[config.mk]
export PLATFORM = sky130hd
export DESIGN_NAME = operand_stream_feeder
export DESIGN_NICKNAME = d
export VERILOG_FILES = /design/src/rtl/operand_stream_feeder.sv
export SDC_FILE = /design/constraint.sdc
export NUM_CORES = 1
export LEC_CHECK = 0
export CAP_MARGIN = 15
export CORE_MARGIN = 3
export CORE_UTILIZATION = 30
export CTS_CLUSTER_SIZE = 28
export DETAILED_ROUTE_END_ITERATION = 7
export GPL_TIMING_DRIVEN = 0
export PLACE_DENSITY = 0.48
export SYNTH_ARGS = -nofsm -noshare
export SYNTH_HDL_FRONTEND = slang
export SYNTH_SLANG_ARGS = --single-unit
[constraint.sdc]
create_clock -name clk -period 2.8 [get_ports clk]
set_clock_uncertainty 0.15 [all_clocks]
set_input_delay 0.56 -clock clk [delete_from_list [all_inputs] [get_ports clk]]
set_output_delay 0.56 -clock clk [all_outputs]
set_load 0.05 [all_outputs]
[src/rtl/operand_stream_feeder.sv]
// Operand stream feeder: buffers A columns and B rows, then streams
// them in reverse slot order to a systolic multiplier with backpressure.
module operand_stream_feeder #(
  parameter int DATA_WIDTH   = 8,
  parameter int N            = 4,
  parameter int K_MAX        = 16,
  parameter int COUNTER_BITS = 16
) (
  input  logic                         clk,
  input  logic                         reset,
  input  logic                         load_valid,
  output logic                         load_ready,
  input  logic                         load_sel,
  input  logic [$clog2(K_MAX)-1:0]     load_k,
  input  logic [N*DATA_WIDTH-1:0]      load_data,
  input  logic                         start,
  input  logic [COUNTER_BITS-1:0]      len,
  output logic                         busy,
  output logic                         done,
  output logic                         len_error,
  output logic                         mm_a_valid,
  output logic                         mm_b_valid,
  input  logic                         mm_input_ready,
  output logic [COUNTER_BITS-1:0]      mm_len_input,
  output logic [N*DATA_WIDTH-1:0]      mm_a_data,
  output logic [N*DATA_WIDTH-1:0]      mm_b_data
);

  localparam int KW = $clog2(K_MAX);
  localparam int VW = N * DATA_WIDTH;
  localparam logic [COUNTER_BITS-1:0] KMAX_C = COUNTER_BITS'(K_MAX);

  typedef enum logic {
    IDLE,
    STREAM
  } state_t;

  state_t                  state_q, state_d;
  logic [KW-1:0]           idx_q, idx_d;
  logic [COUNTER_BITS-1:0] len_q, len_d;
  logic                    done_q, done_d;
  logic                    err_q, err_d;
  logic                    wr_en;
  logic                    len_ok;

  logic [VW-1:0] a_buf [K_MAX];
  logic [VW-1:0] b_buf [K_MAX];

  assign len_ok = (len != '0) && (len <= KMAX_C);

  always_comb begin
    state_d = state_q;
    idx_d   = idx_q;
    len_d   = len_q;
    done_d  = 1'b0;
    err_d   = 1'b0;
    wr_en   = 1'b0;
    unique case (state_q)
      IDLE: begin
        wr_en = load_valid;
        if (start) begin
          if (len_ok) begin
            state_d = STREAM;
            len_d   = len;
            idx_d   = KW'(len - COUNTER_BITS'(1));
          end else begin
            err_d = 1'b1;
          end
        end
      end
      STREAM: begin
        if (mm_input_ready) begin
          if (idx_q == '0) begin
            state_d = IDLE;
            done_d  = 1'b1;
          end else begin
            idx_d = idx_q - KW'(1);
          end
        end
      end
      default: state_d = IDLE;
    endcase
  end

  always_ff @(posedge clk) begin
    if (reset) begin
      state_q <= IDLE;
      idx_q   <= '0;
      len_q   <= '0;
      done_q  <= 1'b0;
      err_q   <= 1'b0;
    end else begin
      state_q <= state_d;
      idx_q   <= idx_d;
      len_q   <= len_d;
      done_q  <= done_d;
      err_q   <= err_d;
    end
  end

  // Writes land at the start edge, so they are visible on the first beat.
  always_ff @(posedge clk) begin
    if (reset) begin
      for (int i = 0; i < K_MAX; i++) begin
        a_buf[i] <= '0;
        b_buf[i] <= '0;
      end
    end else if (wr_en) begin
      if (load_sel) b_buf[load_k] <= load_data;
      else          a_buf[load_k] <= load_data;
    end
  end

  assign load_ready   = (state_q == IDLE);
  assign busy         = (state_q == STREAM);
  assign mm_a_valid   = busy;
  assign mm_b_valid   = busy;
  assign done         = done_q;
  assign len_error    = err_q;
  assign mm_len_input = busy ? len_q : '0;
  assign mm_a_data    = busy ? a_buf[idx_q] : '0;
  assign mm_b_data    = busy ? b_buf[idx_q] : '0;

endmodule

# After elaboration in Yosys (flattened, before gate mapping)
# Memories as Yosys holds them, arrays and structs flattened. A register that Yosys moved wholly into a read port is not among the register bits.
# Index checks and enable logic that the tools add are counted.
[op_classes]
n_reduce_logical = 9
add_sub_neg = 2
bitwise_logic = 3
n_eq_ne = 4
n_lt_le_gt_ge = 1
mux = 36
[ops]
columns = ["operator", "n"]
rows = [
  ["$mux W32", 4],
  ["$reduce_or A32 Y1", 2],
  ["$mux W4", 10],
  ["$mux W1", 19],
  ["$le A16 B5 Y1 const B", 1],
  ["$mux W16", 1],
  ["$reduce_bool A16 Y1", 1],
  ["$pmux W4 S2", 1],
  ["$sub A4 B1 Y4 const B", 2],
  ["$reduce_or A3 Y1", 2],
  ["$logic_not A4 Y1", 1],
  ["$ne A2 B1 Y1 const B", 2],
  ["$ne A2 B2 Y1 const B", 2],
  ["$reduce_and A4 Y1", 1],
  ["$not A1 Y1", 3],
  ["$reduce_and A3 Y1", 1],
  ["$pmux W1 S2", 1],
  ["$logic_and A1 B1 Y1", 1],
]
[totals]
mem_count = 2
input_bits = 58
reg_bits = 23
ramBits = 1024
[memory_table]
columns = ["memory", "depth", "word_bits", "read_ports", "rd_ports_with_merged_regs", "wr", "line_no", "source"]
rows = [
  ["a_buf", 16, 32, 1, 1, 16, "46", "logic [VW-1:0] a_buf [K_MAX];"],
  ["b_buf", 16, 32, 1, 1, 16, "47", "logic [VW-1:0] b_buf [K_MAX];"],
]

# Longest topological paths before layout
[logic_depth]
word_depth = 7
depth_mapped = 9
ltp_nobuf = 5

# Worst setup path after synthesis
# OpenSTA, ideal clock, no wires.
[synth_timing]
kind = "register to output"
startpoint = "register state_q, in the netlist busy"
endpoint = "output mm_b_data[15]"
setup_slack_ps = -589
stages_incl_launch_ff = 5
required_time_ps = 2090
arrival_time_ps = 2679
path_cell_list = "dfxtp_1 > inv_1 > clkbuf_8 > clkbuf_1 > a211oi_1"
[synth_between]
elab_chain_len = 1
[synth_lines]
columns = ["item", "line_no", "source"]
rows = [
  ["start, declared", "38", "state_t state_q, state_d;"],
  ["start signal, assigned", "93", "state_q <= state_d;"],
  ["$mux W32", "122", "assign mm_b_data = busy ? b_buf[idx_q] : '0;"],
  ["end, declared", "26", "output logic [N*DATA_WIDTH-1:0] mm_b_data"],
]
# Every way passes these cells.

==> results.txt <==
run status = finished with violations
violated checks = setup timing
Worst Setup End Kind = output port
root buf cell = clkbuf_16
Slew Limit Fails = 0
design area = 59300 um^2
Worst Path Arrival = 2.93 ns
Initial Util = 0.303
Max-Slew Margin vs Limit = 0.327
number of synthesized register bits = 1051
number of nets with antenna violations after routing = 0
final WL = 179000 um
placed cell area = 52800 um^2
internal power = 26.6 mW
Mapped Area = 48100 um^2
vias in the first global route = 29.4k
initial antenna violation count = 13
Slew @ Worst Pin = 1.01 ns
warnings from Yosys = 0
Tcrit/Tclk final = 1.30
switching share of total power = 0.230
Via density = 5.13
fin util = 0.373
Seq. cell area = 31300 um^2
Via Count = 29.2k
Crit Path Category = register to output port
syn_area_per_cell = 15.1 um^2
most frequent cells in the layout = and2_1, edfxtp_1, clkbuf_1
CP Max Fanout = 10
Post-Synthesis Cells = 3187
overall power = 34.6 mW
site row count = 146
dpl cells = 5424
synth unique cells = 48
GRT Util Overall = 0.214
share of cells above drive strength 1 = 0.260
routability cong. = 0.812
Post-synth ARST share = 0
Finished Layout Cells = 5697
Net Sw Power = 7.94 mW
syn_nets = 3246
cts bufs inserted = 116
Die X = 406 um
# clock sinks = 1051
detailed placement HPWL = 121000 um
fillcell total = 14.9k
number of synthesized flops with an enable pin = 1024
CTS clock-pin slew for the worst setup and hold paths = 0.06 ns
DRT Pass-1 Iters = 5
Die Y = 406 um
PD cells = 583 nW/um^2
area grow syn2layout = 23.2%
number of max-cap violations = 0
FMAX = 274 MHz
RSZ-0062 raised after global routing = yes
GR Overflow Total = 0
sequential area share after synthesis = 0.651
final worst setup slack = -0.843 ns
Worst Path Required = 2.09 ns
IO Count = 144
crit start category = register
Clock power frac = 0.423
number of remaining DRC errors = 0
final hold viol count = 0
Core Box Area = 159000 um^2
largest net degree at the start of global routing = 33
Comb power frac = 0.053
commonest non-fill, non-tap cell in the layout = and2_1
per-cell routed wire length = 31.4 um
Leak = 19.9 nW
die footprint = 165000 um^2
first-pass GRT wire length = 242000 um
port bufs = 143
CTS tree = built
Primary FF master, synth = edfxtp_1
final setup fails = 94
1st-iter DRT viols = 3292
clock network latency to the later pin of the worst-skew pair = 0.73 ns
sequential share of power = 0.524
CTS Hold Bufs = 0
peak supply drop = 470 uV
htree depth = 3
# nets final = 3586
Hold Path Class = input port to register
fin crit period = 3.64 ns
footprint of the multi-input gates = 17300 um^2
Max Root-Sink Buffers = 3
-- synth_stat cells, types with 28 or more instances --
cell | number | area (um^2)
nor2_1 | 43 | 161
mux2i_1 | 121 | 1210
or2_2 | 33 | 206
nor2b_1 | 40 | 250
edfxtp_1 | 1024 | 30700
and2_1 | 1051 | 6580
mux2_2 | 48 | 541
clkbuf_1 | 256 | 961
nand3_1 | 28 | 140
a21oi_1 | 28 | 140
o21ai_0 | 38 | 190
a211oi_1 | 83 | 623
mux4_2 | 208 | 4680
buf_2 | 30 | 150
-- layer usage --
| metal | part of all wire | wire (um) | GRT usage |
|---|---|---|---|
| met1 | 0.42 | 75700 | 0.294 |
| met5 | 0.00011 | 20 | 0 |
| met4 | 0.022 | 4010 | 0.0545 |
| met3 | 0.074 | 13300 | 0.0357 |
| met2 | 0.48 | 85800 | 0.353 |
-- final timing paths --
check	startpoint	to	slack, ns	cells after the start
worst max register to register	busy$_SDFF_PP0_	b_buf[4][30]$_SDFFCE_PN0P_	-0.02	6
worst min-delay path	mm_input_ready	done$_SDFF_PP0_	0.30	3
worst max-delay path	register	mm_a_data[26]	-0.84	5
worst min register to register	len_q[15]$_SDFFE_PP0P_	len_q[15]$_SDFFE_PP0P_	0.30	1
-- cell families after synthesis --
kind of cell,after synthesis,synth area share
AND/OR/NAND/NOR,1234,0.158
XOR/XNOR,1,0.000573
adder cells (fa/ha/maj),1,0.000260
buffers and inverters,310,0.0265
multiplexers,377,0.134
AO/OA/AOI/OAI,213,0.0298
flip-flops,1051,0.651
-- critical path, stage by stage, from the launching register on --
cell and delay (ns):
dfxtp_1 0.42, clkbuf_2 0.47, clkbuf_4 0.52, a211oi_2 0.08
a211oi_2 0.44, buf_6 0.23
-- flip-flops by register name, indices dropped and copies added (netlist names), named ones only --
name	flops
a_buf	512
b_buf	512
busy	1
done	1
len_error	1
idx_q	4
len_q	16
-- power groups by stage --
stage	clock network [mW]	registers [mW]	logic, mW
after floorplan	0	18.4	0.806
after global placement	0	18.5	1.59
after detailed placement	0	18.5	1.62
after CTS	14.8	18.1	1.80
after global routing	15.4	18.2	1.90
final	14.6	18.1	1.82
-- metrics by stage --
step	setup slack, ns	hold WS, ns	setup TNS (ns)
after global placement	-3.29	0.283	-2887.13
final	-0.843	0.298	-48.77
after global routing	-0.896	0.288	-52.49
after detailed placement	-2.30	0.286	-2769.65
after floorplan	-0.184	0.271	-0.203
after CTS	-0.903	0.245	-52.69
-- cell type report --
cell class | instances | share of cell area
antenna | 11 | 0.000465
tap | 2072 | 0.0438
sequential | 1051 | 0.528
inverter | 2 | 0.000127
clock inverter | 56 | 0.00781
buffer | 308 | 0.0385
timing repair buffer | 201 | 0.0380
multi-input combinational | 1847 | 0.292
clock buffer | 149 | 0.0511
-- timing repair --
item,CTS,global route
resized for setup,1053,127
cloned,21,5
setup endpoints to repair,1847,368
buffers inserted,12,19
pin swaps,54,21
No activity file was read; power rests on OpenSTA's default activity.
